$ cat src/rtl/vlx_byte_writer.sv
// VLX byte writer: JPEG 0xFF byte stuffing, small FIFO, single-byte Wishbone writes.
// Optional macro VLX_BYTE_STUFF_EN enables 0xFF -> 0xFF,0x00 stuffing (default: pass-through).
module vlx_byte_writer #(
  parameter int unsigned FIFO_DEPTH = 8,
  parameter int unsigned CNT_W      = 16
) (
  input  logic             clk_i,
  input  logic             rst_ni,
  input  logic             byte_vld_i,
  input  logic [7:0]       byte_i,
  output logic             byte_rdy_o,
  input  logic             base_we_i,
  input  logic [31:0]      base_addr_i,
  output logic [31:0]      addr_o,
  output logic [CNT_W-1:0] byte_cnt_o,
  output logic             busy_o,
  output logic             err_o,
  output logic             wb_cyc_o,
  output logic             wb_stb_o,
  output logic             wb_we_o,
  output logic [31:0]      wb_adr_o,
  output logic [31:0]      wb_dat_o,
  output logic [3:0]       wb_sel_o,
  input  logic             wb_ack_i,
  input  logic             wb_err_i
);

  localparam int unsigned AW = $clog2(FIFO_DEPTH);
  localparam logic [AW:0] CntOne = (AW + 1)'(1);

  typedef enum logic [0:0] {StIdle, StWrite} state_e;

  state_e           state_q, state_d;
  logic [7:0]       mem_q [FIFO_DEPTH];
  logic [AW:0]      wr_ptr_q, rd_ptr_q;
  logic [AW:0]      fifo_cnt;
  logic             fifo_empty, fifo_full;
  logic             rdy_en_q;
  logic             accept, push, pop, term, in_write;
  logic             stuff_pending, stuff_push;
  logic [7:0]       push_data, head;
  logic [31:0]      addr_q;
  logic [CNT_W-1:0] cnt_q;
  logic             err_q;

  assign fifo_cnt   = wr_ptr_q - rd_ptr_q;
  assign fifo_empty = (wr_ptr_q == rd_ptr_q);
  assign fifo_full  = (wr_ptr_q[AW-1:0] == rd_ptr_q[AW-1:0]) && (wr_ptr_q[AW] != rd_ptr_q[AW]);
  assign head       = mem_q[rd_ptr_q[AW-1:0]];

  // Holds byte_rdy_o low while in reset; rises on the first edge after release.
  always_ff @(posedge clk_i or negedge rst_ni) begin
    if (!rst_ni) rdy_en_q <= 1'b0;
    else         rdy_en_q <= 1'b1;
  end

  assign byte_rdy_o = rdy_en_q & ~stuff_pending & ~fifo_full;
  assign accept     = byte_vld_i & byte_rdy_o;

`ifdef VLX_BYTE_STUFF_EN
  logic stuff_q;

  // The 0x00 follow-up goes in on a later edge; input is held off until then.
  always_ff @(posedge clk_i or negedge rst_ni) begin
    if (!rst_ni) begin
      stuff_q <= 1'b0;
    end else if (stuff_push) begin
      stuff_q <= 1'b0;
    end else if (accept && (byte_i == 8'hFF)) begin
      stuff_q <= 1'b1;
    end
  end

  assign stuff_pending = stuff_q;
  assign stuff_push    = stuff_q & ~fifo_full;
`else
  assign stuff_pending = 1'b0;
  assign stuff_push    = 1'b0;
`endif

  assign push      = accept | stuff_push;
  assign push_data = stuff_push ? 8'h00 : byte_i;

  assign in_write = (state_q == StWrite);
  assign term     = in_write & (wb_ack_i | wb_err_i);
  assign pop      = term;

  always_ff @(posedge clk_i) begin
    if (push) mem_q[wr_ptr_q[AW-1:0]] <= push_data;
  end

  always_ff @(posedge clk_i or negedge rst_ni) begin
    if (!rst_ni) begin
      wr_ptr_q <= '0;
      rd_ptr_q <= '0;
    end else begin
      if (push) wr_ptr_q <= wr_ptr_q + CntOne;
      if (pop)  rd_ptr_q <= rd_ptr_q + CntOne;
    end
  end

  always_comb begin
    state_d = state_q;
    unique case (state_q)
      StIdle: begin
        if (!fifo_empty) state_d = StWrite;
      end
      StWrite: begin
        // Keep stb up back-to-back if another byte remains after this pop.
        if (term && (fifo_cnt <= CntOne) && !push) state_d = StIdle;
      end
      default: state_d = StIdle;
    endcase
  end

  always_ff @(posedge clk_i or negedge rst_ni) begin
    if (!rst_ni) state_q <= StIdle;
    else         state_q <= state_d;
  end

  always_comb begin
    wb_cyc_o = in_write;
    wb_stb_o = in_write;
    wb_we_o  = in_write;
    wb_adr_o = '0;
    wb_dat_o = '0;
    wb_sel_o = '0;
    if (in_write) begin
      wb_adr_o = addr_q;
      wb_dat_o = {4{head}};
      unique case (addr_q[1:0])
        2'd0: wb_sel_o = 4'b1000;
        2'd1: wb_sel_o = 4'b0100;
        2'd2: wb_sel_o = 4'b0010;
        2'd3: wb_sel_o = 4'b0001;
        default: wb_sel_o = 4'b0000;
      endcase
    end
  end

  // An err (also with ack) discards the byte without advancing address or count.
  always_ff @(posedge clk_i or negedge rst_ni) begin
    if (!rst_ni) begin
      addr_q <= '0;
      cnt_q  <= '0;
      err_q  <= 1'b0;
    end else if (term) begin
      if (wb_err_i) begin
        err_q <= 1'b1;
      end else begin
        addr_q <= addr_q + 32'd1;
        cnt_q  <= cnt_q + CNT_W'(1);
      end
    end else if (base_we_i && !busy_o) begin
      addr_q <= base_addr_i;
      cnt_q  <= '0;
      err_q  <= 1'b0;
    end
  end

  assign addr_o     = addr_q;
  assign byte_cnt_o = cnt_q;
  assign err_o      = err_q;
  assign busy_o     = ~fifo_empty | stuff_pending | (state_q != StIdle);

endmodule

$ cat config.mk
export PLATFORM = sky130hd
export DESIGN_NAME = vlx_byte_writer
export DESIGN_NICKNAME = d
export VERILOG_FILES = /design/src/rtl/vlx_byte_writer.sv
export SDC_FILE = /design/constraint.sdc
export NUM_CORES = 1
export LEC_CHECK = 0
export ABC_CLOCK_PERIOD_IN_PS = 3200
export CORE_ASPECT_RATIO = 1.1
export CORE_UTILIZATION = 45
export CTS_CLUSTER_DIAMETER = 50
export DETAILED_ROUTE_END_ITERATION = 8
export PLACE_DENSITY = 0.73
export SYNTH_ARGS = -nofsm -noshare
export SYNTH_HDL_FRONTEND = slang
export SYNTH_SLANG_ARGS = --single-unit
$ cat constraint.sdc
create_clock -name clk_i -period 3.2 [get_ports clk_i]
set_input_delay 0.32 -clock clk_i [delete_from_list [all_inputs] [get_ports clk_i]]
set_output_delay 0.32 -clock clk_i [all_outputs]
set_load 0.02 [all_outputs]
# == Yosys cells after proc, flatten, opt, wreduce, memory -nomap -nowiden ==
# Memories as Yosys holds them, arrays and structs flattened.
# Index checks and enable logic that the tools add are counted.
# totals
inputBits,46
n_memories,1
ramBits,64
register_bits,59
# classes
bitwise_logic,8
muxes,18
reduce_logical,10
n_eq_ne,8
n_lt_le_gt_ge,1
n_addsub,5
# memory_table
name,depth,width,read_ports,rd_ports_with_merged_regs,wr,line_no,rtl
mem_q,8,8,1,0,1,34,logic [7:0] mem_q [FIFO_DEPTH];
# op_table
op,count
2-to-1 mux 32 bit,5
2-to-1 mux 16 bit,3
adder 32 x 1 -> 32 bit (second input constant),1
adder 16 x 1 -> 16 bit (second input constant),1
case mux 4 bit (4 select lines),1
adder 4 x 1 -> 4 bit (second input constant),2
2-to-1 mux 1 bit,7
equality test 2 bit (second input constant),2
equality test 4 bit,1
less-or-equal comparator 4 x 1 -> 1 bit (second input constant),1
logical AND 1 bit,4
2-to-1 mux 4 bit,1
!= test 2 bit (second input constant),2
AND reduction 2 bit,2
subtractor 4 bit,1
AND 1 bit,3
equality test 3 bit,1
inverter 1 bit,3
equality test 2 x 1 -> 1 bit (second input constant),1
zero test 1 bit,2
zero test 2 bit,1
OR 1 bit,2
case mux 1 bit (2 select lines),1
nonzero test 2 bit,1
!= test 1 bit,1

# == Depth between registers and ports, before layout ==
# Gate-level depths: netlist of the first run.
# logic_depth
word_depth,9
depth_mapped,11
mapped_depth_nobuf,7

# == Worst setup path after synthesis of the first run ==
# OpenSTA, ideal clock, no wires.
# synth_timing
path_kind,reg-to-reg
from,reg rd_ptr_q[1]
to,"mem mem_q[0][0], enable pin"
stages_incl_launch_ff,8
slack_ns,0.116
arrival_time_ns,2.689
n_path_buf,2
cell_sequence,dfrtp_1 clkbuf_1 buf_2 inv_1 ha_1 a41oi_2 nand2_1 nor4_1
# synth_between
elab_chain_cells,7
# synth_rtl
element,line_no,rtl
"start, declared",35,"logic [AW:0] wr_ptr_q, rd_ptr_q;"
"start signal, assigned",98,if (pop) rd_ptr_q <= rd_ptr_q + CntOne;
equality test 3 bit,48,assign fifo_full = (wr_ptr_q[AW-1:0] == rd_ptr_q[AW-1:0]) && (wr_ptr_q[AW] != rd_ptr_q[AW]);
logical AND 1 bit,48,
inverter 1 bit,57,assign byte_rdy_o = rdy_en_q & ~stuff_pending & ~fifo_full;
AND 1 bit,57,
named net byte_rdy_o,11,"output logic byte_rdy_o,"
AND 1 bit,58,assign accept = byte_vld_i & byte_rdy_o;
2-to-1 mux 1 bit,89,if (push) mem_q[wr_ptr_q[AW-1:0]] <= push_data;
2-to-1 mux 1 bit (not written as such),89,
"end, declared",34,
# The timed path passes the listed nets, and every way through them passes these cells.

# == Worst setup path after layout of the first run ==
# layout_timing
from,reg rd_ptr_q[2]
to,out busy_o
# layout_between
elab_chain_cells,3
# layout_rtl
element,line_no,rtl
equality test 4 bit,47,assign fifo_empty = (wr_ptr_q == rd_ptr_q);
inverter 1 bit,164,assign busy_o = ~fifo_empty | stuff_pending | (state_q != StIdle);
OR 1 bit,164,
"end, declared",16,"output logic busy_o,"
# Every way passes these cells.

==> impl_metrics.prom, run 1 <==
# TYPE chip_impl_metric gauge
chip_impl_metric{name="nFillCells",unit=""} 1133
chip_impl_metric{name="avgViaCountPerCell",unit=""} 5.69
chip_impl_metric{name="design.final.nets",unit=""} 779
chip_impl_metric{name="critPathRequiredTime",unit="ns"} 2.88
chip_impl_metric{name="postSynthNetCount",unit=""} 631
chip_impl_metric{name="gpl.final_weighted_congestion",unit=""} 0.887
chip_impl_info{name="worstSetupEndpointType",value="primary output"} 1
chip_impl_metric{name="grt-ovfl-total",unit=""} 0
chip_impl_metric{name="drive_gt1_share",unit="%"} 12.0
chip_impl_metric{name="post_synth_inst_count",unit=""} 574
chip_impl_metric{name="holdWs",unit="ns"} 0.0696
chip_impl_metric{name="synth_seq_area_share",unit="%"} 52.3
chip_impl_metric{name="leakagePower",unit="nW"} 3.28
chip_impl_info{name="setup_repair_after_global_routing_missed_its_margin",value="false"} 1
chip_impl_metric{name="placement_rows",unit=""} 45
chip_impl_metric{name="grt_first_pass_wirelength",unit="um"} 25900
chip_impl_metric{name="total_cts_buffers",unit=""} 17
chip_impl_metric{name="grt_max_degree",unit=""} 47
chip_impl_metric{name="grt_use_met3",unit="%"} 5.30
chip_impl_metric{name="grt_util_met2",unit="%"} 38.8
chip_impl_metric{name="clk_latency",unit="ns"} 0.42
chip_impl_metric{name="stdcell_area",unit="um2"} 8780
chip_impl_metric{name="worstPathMaxFanout",unit=""} 11
chip_impl_metric{name="asyncSetResetFlopFracSynth",unit="%"} 48.0
chip_impl_metric{name="cts-hold-fix-buffers",unit=""} 0
chip_impl_metric{name="floorplan.die_area",unit="um2"} 14900
chip_impl_metric{name="totalWireLength",unit="um"} 16800
chip_impl_metric{name="netlist-cell-type-count",unit=""} 66
chip_impl_metric{name="detailedPlacementHpwl",unit="um"} 11900
chip_impl_metric{name="fin_setup_tns",unit="ns"} 0
chip_impl_metric{name="ant_nets",unit=""} 0
chip_impl_metric{name="area_growth_syn_to_layout",unit="%"} 35.1
chip_impl_metric{name="placed_cell_area",unit="um2"} 8200
chip_impl_metric{name="numClockSinks",unit=""} 123
chip_impl_metric{name="fin_total_pwr",unit="mW"} 8.39
chip_impl_metric{name="yosys_warnings",unit=""} 0
chip_impl_info{name="critical_path.startpoint_type",value="flop"} 1
chip_impl_metric{name="finalSetupViolations",unit=""} 0
chip_impl_metric{name="synth_simple_gate_area_share",unit="%"} 18.5
chip_impl_info{name="synth_top_flop_cell",value="edfxtp_1"} 1
chip_impl_metric{name="portBuffers",unit=""} 167
chip_impl_metric{name="worstPathArrival",unit="ns"} 2.69
chip_impl_metric{name="fmaxAchievable",unit="GHz"} 0.332
chip_impl_info{name="dominant_combinational_cell_family_by_area_after_synthesis",value="simple AND/OR/NAND/NOR gates"} 1
chip_impl_metric{name="multi_input_comb_area",unit="um2"} 2710
chip_impl_metric{name="grt_antenna_before_repair",unit=""} 0
chip_impl_metric{name="globalRouteTotalUtil",unit="%"} 23.1
chip_impl_metric{name="total_vias_in_the_final_route",unit=""} 5246
chip_impl_info{name="cts_root_buf",value="clkbuf_16"} 1
chip_impl_metric{name="place_ws",unit="ns"} 0.318
chip_impl_metric{name="chipHeight",unit="um"} 128
chip_impl_metric{name="drt_pre_antenna_iters",unit=""} 7
chip_impl_metric{name="wire_per_inst",unit="um"} 18.2
chip_impl_info{name="path_type_of_the_worst_setup_path",value="reg -> out"} 1
chip_impl_metric{name="mean_cell_area_of_the_mapped_netlist",unit="um2"} 11.3
chip_impl_metric{name="synth_compound_area_share",unit="%"} 12.1
chip_impl_metric{name="tightest_slew",unit="ns"} 1.00
chip_impl_metric{name="synth-edff-count",unit=""} 64
chip_impl_metric{name="die_width",unit="um"} 117
chip_impl_metric{name="fin_ws",unit="ns"} 0.191
chip_impl_metric{name="power.density",unit="nW/um2"} 955
chip_impl_metric{name="initialDrtViolationCount",unit=""} 413
chip_impl_metric{name="num_antenna_cells",unit=""} 0
chip_impl_metric{name="worst_slew_margin_rel",unit="%"} 33.1
chip_impl_metric{name="slew_viol_final",unit=""} 0
chip_impl_info{name="worst_hold_path_type",value="in -> async"} 1
chip_impl_metric{name="clk_pin_slew",unit="ns"} 0.06
chip_impl_metric{name="synth.cell_area",unit="um2"} 6500
chip_impl_metric{name="synth_xor_xnor_area_share",unit="%"} 3.08
chip_impl_info{name="outcome",value="complete, no violations"} 1
chip_impl_metric{name="initial_core_util",unit="%"} 46.6
chip_impl_metric{name="synthAdderAreaFrac",unit="%"} 2.23
chip_impl_metric{name="pin_count",unit=""} 168
chip_impl_metric{name="remaining_drc_errors",unit=""} 0
chip_impl_metric{name="cts_htree_levels",unit=""} 4
chip_impl_metric{name="timing.clock.skew",unit="ns"} 0.00507
chip_impl_metric{name="maxCapViolations",unit=""} 0
chip_impl_metric{name="clockBufferDepth",unit=""} 2
chip_impl_metric{name="synth_seq_cells",unit=""} 123
chip_impl_metric{name="worst_ir_drop_vdd",unit="mV"} 0.816
chip_impl_metric{name="report.final.hold_viol_count",unit=""} 0
chip_impl_metric{name="synth_mux_area_share",unit="%"} 5.70
chip_impl_metric{name="grt_pass1_vias",unit=""} 5091
chip_impl_metric{name="use_met1",unit="%"} 28.0
chip_impl_metric{name="sequential_cell_area",unit="um2"} 3400
chip_impl_info{name="tritoncts_clock_tree",value="built"} 1
chip_impl_metric{name="fin_crit",unit="ns"} 3.01
chip_impl_metric{name="postCtsSetupRepairBufs",unit=""} 0
chip_impl_info{name="grt.busiest_layer",value="met2"} 1
chip_impl_metric{name="core_area",unit="um2"} 14000
chip_impl_metric{name="layout_worst_path_cycle_share",unit="%"} 94.0
==> flip-flops by register name (all words and copies together), names as in the netlist <==
name / count
addr_o: 32
rd_ptr_q: 4
byte_cnt_o: 16
mem_q: 64
wb_cyc_o: 1
err_o: 1
rdy_en_q: 1
wr_ptr_q: 4
==> cell usage after synthesis, drive strengths merged (15+ instances only) <==
cell type | count | share of area, %
a21oi | 29 | 2.2
and2 | 41 | 3.9
buf | 42 | 4.5
clkbuf | 15 | 0.87
dfrtp | 59 | 23
edfxtp | 64 | 30
mux4 | 16 | 5.5
nand2 | 44 | 2.5
nand3 | 21 | 1.7
nand4 | 21 | 2.5
nor2 | 38 | 2.2
nor3 | 18 | 1.7
o21ai | 27 | 2.1
==> through the flow <==
step                      instances  util [%]
after floorplan                 574         -
after global placement          891      58.7
after detailed placement        891      58.7
after CTS                       922      62.9
after global routing            922      62.9
final                           922      62.9
==> cells by family after synthesis <==
family / Yosys count
other: 1
multiplexers: 17
AO/OA/AOI/OAI: 116
XOR/XNOR: 22
AND/OR/NAND/NOR: 215
adder cells (fa/ha/maj): 11
buffers and inverters: 69
flip-flops: 123
==> placed cells by master (no fill, tap or decap), types with 3 or more instances in the layout <==
| cell type | count |
|---|---|
| dfrtp_1 | 58 |
| a311oi_1 | 7 |
| clkdlybuf4s50_1 | 166 |
| o22a_1 | 4 |
| ha_1 | 10 |
| nand3_1 | 20 |
| nand2_1 | 44 |
| nand4_2 | 3 |
| nor2_1 | 37 |
| a211oi_1 | 8 |
| o22ai_1 | 10 |
| nand4_1 | 17 |
| clkbuf_16 | 17 |
| o21ai_1 | 8 |
| o21ai_0 | 18 |
| inv_1 | 11 |
| xor2_1 | 10 |
| a21boi_0 | 8 |
| and3_1 | 7 |
| clkinvlp_4 | 3 |
| a21oi_1 | 29 |
| and4_1 | 3 |
| buf_4 | 19 |
| mux4_2 | 16 |
| clkinv_4 | 3 |
| inv_6 | 3 |
| nor3_1 | 15 |
| nor4_1 | 6 |
| or3_1 | 5 |
| edfxtp_1 | 64 |
| and2_1 | 41 |
| clkinv_2 | 3 |
| xnor2_1 | 11 |
==> per-layer routing <==
layer	part of all wire, %	wire length, um	up-vias
met1	40	6740	2552
met4	3.0	500	0
li1	-	-	2413
met5	0	0	-
met2	50	8320	244
met3	7.3	1230	37
==> power by group <==
part,switching (mW),internal [mW],total (mW)
Clock,0.718,1.15,1.86
Sequential,0.475,1.97,2.45
Combinational,2.15,1.93,4.07
==> final timing paths <==
kind	from	endpoint	slack (ns)	depth (start not counted)
worst max-delay path	rd_ptr_q[2]	busy_o	0.19	6
worst min-delay path	rst_ni	addr_o[10]	0.07	1
worst max register to register	rd_ptr_q[2]	addr_o[21]	0.71	7
worst min register to register	err_o	err_o	0.50	1
max in group asynchronous	rst_ni	byte_cnt_o[9]	2.31	2
min in group clk_i	base_addr_i[24]	addr_o[24]	0.48	3
==> critical path: stages, from the launching register on <==
cell	delay, ns
dfrtp_2	0.50
clkinv_2	0.20
ha_1	0.43
nand3_2	0.16
nor3_1	0.34
inv_1	0.09
clkdlybuf4s50_1	0.55
==> layout make-up <==
cell class              count  area share, %
repair buffers            186           20.6
clock inverters            13           1.65
clock buffers              18           4.89
flip-flops and latches    123           38.7
well taps                 188           2.68
inverters                  12          0.527
multi-input cells         382           30.9
==> timing repair <==
action | in CTS | in global routing
gates resized for setup | 1 | 1
endpoints found under the setup margin | 1 | 1
cloned | 0 | 0
Note: power is estimated with default switching activity, not from simulation.
==> inputs of run 2 (changes only) <==
--- a/config.mk
+++ b/config.mk
@@ -5,12 +5,13 @@
 export SDC_FILE = /design/constraint.sdc
 export NUM_CORES = 1
 export LEC_CHECK = 0
+export ABC_AREA = 1
 export ABC_CLOCK_PERIOD_IN_PS = 3200
 export CORE_ASPECT_RATIO = 1.1
-export CORE_UTILIZATION = 45
+export CORE_UTILIZATION = 30
 export CTS_CLUSTER_DIAMETER = 50
 export DETAILED_ROUTE_END_ITERATION = 8
-export PLACE_DENSITY = 0.73
+export PLACE_DENSITY = 0.51
 export SYNTH_ARGS = -nofsm -noshare
 export SYNTH_HDL_FRONTEND = slang
 export SYNTH_SLANG_ARGS = --single-unit
==> run 2 against run 1 <==
Clock power up 3%. Final cell count increased by 50%. Largest power group unchanged. Global-route usage is 5.4 points lower. Largest cell class unchanged. Synthesized cell count up 61%. Total power grew 11%. Critical endpoint is now wb_dat_o[27]. Combinational power increased by 21%. Synthesized area is 9.3% higher. Non-clock buffer count fell by 2.
==> impl_metrics.prom, run 2 <==
# TYPE chip_impl_metric gauge
chip_impl_metric{name="netlist-cell-type-count",unit=""} 36
chip_impl_metric{name="worst_slew_margin_rel",unit="%"} 40.5
chip_impl_metric{name="drt_pre_antenna_iters",unit=""} 7
chip_impl_metric{name="post_layout_nonfiller_instances",unit=""} 1382
chip_impl_metric{name="globalRouteTotalUtil",unit="%"} 17.7
chip_impl_info{name="critical_path.startpoint_type",value="flop"} 1
chip_impl_metric{name="synth_simple_gate_area_share",unit="%"} 28.7
chip_impl_info{name="worstSetupEndpointType",value="primary output"} 1
chip_impl_metric{name="synthAdderAreaFrac",unit="%"} 2.04
chip_impl_info{name="path_type_of_the_worst_setup_path",value="reg -> out"} 1
chip_impl_metric{name="design.final.nets",unit=""} 1126
chip_impl_metric{name="total_vias_in_the_final_route",unit=""} 6350
chip_impl_metric{name="postCtsSetupRepairBufs",unit=""} 0
chip_impl_metric{name="remaining_drc_errors",unit=""} 0
chip_impl_metric{name="place_ws",unit="ns"} 0.486
chip_impl_metric{name="fmaxAchievable",unit="GHz"} 0.337
chip_impl_metric{name="synth.cell_area",unit="um2"} 7110
chip_impl_metric{name="rr_worst_depth",unit=""} 9
chip_impl_metric{name="mean_cell_area_of_the_mapped_netlist",unit="um2"} 7.68
chip_impl_metric{name="synth_seq_area_share",unit="%"} 47.8
chip_impl_metric{name="leakagePower",unit="nW"} 4.10
chip_impl_metric{name="drive_gt1_share",unit="%"} 6.75
chip_impl_info{name="outcome",value="complete, no violations"} 1
chip_impl_metric{name="totalWireLength",unit="um"} 20700
chip_impl_metric{name="postSynthNetCount",unit=""} 982
chip_impl_metric{name="slew_viol_final",unit=""} 0
chip_impl_metric{name="clk_pin_slew",unit="ns"} 0.07
chip_impl_metric{name="synth_compound_area_share",unit="%"} 8.95
chip_impl_metric{name="initialDrtViolationCount",unit=""} 360
chip_impl_metric{name="die_width",unit="um"} 149
chip_impl_info{name="crit-reg2reg-launch",value="rd_ptr_q[2]"} 1
chip_impl_info{name="setup.worst_path.start",value="rd_ptr_q[0]"} 1
chip_impl_info{name="setup.worst_path.end",value="wb_dat_o[27]"} 1
chip_impl_info{name="post-synth-top-count-cell",value="nand2_1"} 1
chip_impl_metric{name="layout_worst_path_cycle_share",unit="%"} 92.8
chip_impl_metric{name="stdcell_area",unit="um2"} 9540
chip_impl_metric{name="grt_pass1_vias",unit=""} 6109
chip_impl_info{name="r2r_end",value="mem_q[0][0]"} 1
chip_impl_metric{name="report.final.hold_viol_count",unit=""} 0
chip_impl_metric{name="r2r_slack",unit="ns"} 0.50
chip_impl_metric{name="grt_antenna_before_repair",unit=""} 0
chip_impl_metric{name="critPathRequiredTime",unit="ns"} 2.88
chip_impl_info{name="synth_top_flop_cell",value="edfxtp_1"} 1
chip_impl_metric{name="floorplan.die_area",unit="um2"} 24300
chip_impl_metric{name="cts_htree_levels",unit=""} 4
chip_impl_metric{name="netlist.area_leader.share",unit="%"} 27.0
chip_impl_info{name="mostFrequentLayoutCell",value="nand2_1"} 1
chip_impl_metric{name="fin_setup_tns",unit="ns"} 0
chip_impl_metric{name="num_antenna_cells",unit=""} 0
chip_impl_metric{name="grt_max_degree",unit=""} 53
chip_impl_metric{name="grt-ovfl-total",unit=""} 0
chip_impl_metric{name="placement_rows",unit=""} 58
chip_impl_metric{name="clockBufferDepth",unit=""} 2
chip_impl_metric{name="gpl.final_weighted_congestion",unit=""} 0.870
chip_impl_metric{name="clk_latency",unit="ns"} 0.42
chip_impl_metric{name="power.density",unit="nW/um2"} 980
chip_impl_metric{name="worst_ir_drop_vdd",unit="mV"} 0.780
chip_impl_metric{name="synth_seq_cells",unit=""} 123
chip_impl_metric{name="yosys_warnings",unit=""} 0
chip_impl_metric{name="portBuffers",unit=""} 167
chip_impl_metric{name="tightest_slew",unit="ns"} 0.892
chip_impl_metric{name="synth_mux_area_share",unit="%"} 0.141
chip_impl_info{name="synth_top_cells_by_area",value="edfxtp_1, dfrtp_1, nand2_1, nor2_1, inv_1"} 1
chip_impl_metric{name="worstPathArrival",unit="ns"} 2.65
chip_impl_metric{name="fin_ws",unit="ns"} 0.232
chip_impl_metric{name="postLayoutCoreUtil",unit="%"} 41.3
chip_impl_metric{name="finalSetupViolations",unit=""} 0
chip_impl_info{name="post_synth_most_frequent_cells",value="nand2_1, nor2_1, inv_1"} 1
chip_impl_metric{name="timing.clock.skew",unit="ns"} 0.0113
chip_impl_metric{name="largest_register_ffs",unit=""} 64
chip_impl_metric{name="total_cts_buffers",unit=""} 17
chip_impl_metric{name="ant_nets",unit=""} 0
chip_impl_info{name="tritoncts_clock_tree",value="built"} 1
chip_impl_metric{name="grt_first_pass_wirelength",unit="um"} 32800
chip_impl_metric{name="synth_xor_xnor_area_share",unit="%"} 1.71
chip_impl_metric{name="synth-edff-count",unit=""} 64
chip_impl_metric{name="numClockSinks",unit=""} 123
chip_impl_metric{name="avgViaCountPerCell",unit=""} 4.59
chip_impl_info{name="most-common-layout-cells",value="nand2_1, clkdlybuf4s50_1, nor2_1"} 1
chip_impl_metric{name="asyncSetResetFlopFracSynth",unit="%"} 48.0
chip_impl_metric{name="wire_per_inst",unit="um"} 15.0
chip_impl_metric{name="dp.cells",unit=""} 1350
chip_impl_info{name="synthDominantAreaCellType",value="edfxtp_1"} 1
chip_impl_metric{name="area_growth_syn_to_layout",unit="%"} 34.2
chip_impl_info{name="cts_root_buf",value="clkbuf_16"} 1
chip_impl_metric{name="post_synth_inst_count",unit=""} 925
chip_impl_metric{name="placed_cell_area",unit="um2"} 8940
chip_impl_metric{name="fin_crit",unit="ns"} 2.97
chip_impl_metric{name="chipHeight",unit="um"} 163
chip_impl_metric{name="worstPathMaxFanout",unit=""} 14
chip_impl_metric{name="core_area",unit="um2"} 23100
chip_impl_info{name="dominant_combinational_cell_family_by_area_after_synthesis",value="simple AND/OR/NAND/NOR gates"} 1
chip_impl_info{name="setup_repair_after_global_routing_missed_its_margin",value="true"} 1
chip_impl_metric{name="detailedPlacementHpwl",unit="um"} 15000
chip_impl_info{name="worst_hold_path_type",value="in -> async"} 1
chip_impl_metric{name="initial_core_util",unit="%"} 30.8
chip_impl_metric{name="pin_count",unit=""} 168
chip_impl_metric{name="maxCapViolations",unit=""} 0
## run 2: through the flow
stage,power (mW),hold slack (ns)
3_5_place_dp,7.49,0.500
5_1_grt,9.97,0.0948
6_report,9.34,0.0193
4_1_cts,9.43,0.0366
3_3_place_gp,7.45,0.500
2_1_floorplan,5.56,0.0244
## run 2: where the power goes
group	switching [mW]	total, mW	internal (mW)	leakage (nW)
Sequential	0.522	2.52	2.00	1.30
Clock	0.808	1.91	1.10	0.279
Combinational	2.79	4.91	2.12	2.53
## run 2: cell families (layout without fill, tap and decap cells)
group,after synthesis,after routing
simple gates,492,492
other cells,1,1
mux,1,1
buf+inv,165,322
flops,123,123
compound gates,119,119
fa+ha+maj,11,11
xor+xnor,13,13
## run 2: area by class of cell
cell class | count | area (um2)
Tap cell | 300 | 375
Clock inverter | 15 | 153
Inverter | 106 | 398
Sequential cell | 123 | 3400
Timing Repair Buffer | 184 | 1820
Clock buffer | 17 | 425
Fill cell | 2350 | 13500
Multi-Input combinational cell | 637 | 2970
## run 2: routing by layer
metal | wire length, um | vias up | track usage (%) | share of wire [%]
met5 | 0 | - | 0 | 0
li1 | - | 3241 | - | -
met4 | 306 | 0 | 5.89 | 1.5
met1 | 9150 | 2933 | 21.7 | 44
met2 | 10300 | 156 | 31.4 | 50
met3 | 878 | 20 | 2.99 | 4.2
## run 2: worst min-delay path by stage
stage / to / startpoint / cells after the start / slack (ns)
floorplan: addr_o[0] / rst_ni / 0 / 0.02
detailed placement: addr_o[20] / rst_ni / 1 / 0.50
finish: addr_o[20] / rst_ni / 1 / 0.02
CTS: addr_o[20] / rst_ni / 1 / 0.04
global route: addr_o[20] / rst_ni / 1 / 0.09
global placement: addr_o[22] / rst_ni / 1 / 0.50
## run 2: worst max-delay path, stage by stage (launching register included)
cell and delay (ns):
dfrtp_1 0.37, inv_1 0.31, buf_4 0.24, nor2_1 0.05
o21ai_0 0.14, o21ai_0 0.09, a31oi_1 0.35, clkdlybuf4s50_1 0.69
## run 2: repair_timing
item,in CTS,in global routing
endpoints found under the setup margin,0,12
hold buffers,0,0
resized for setup,0,2
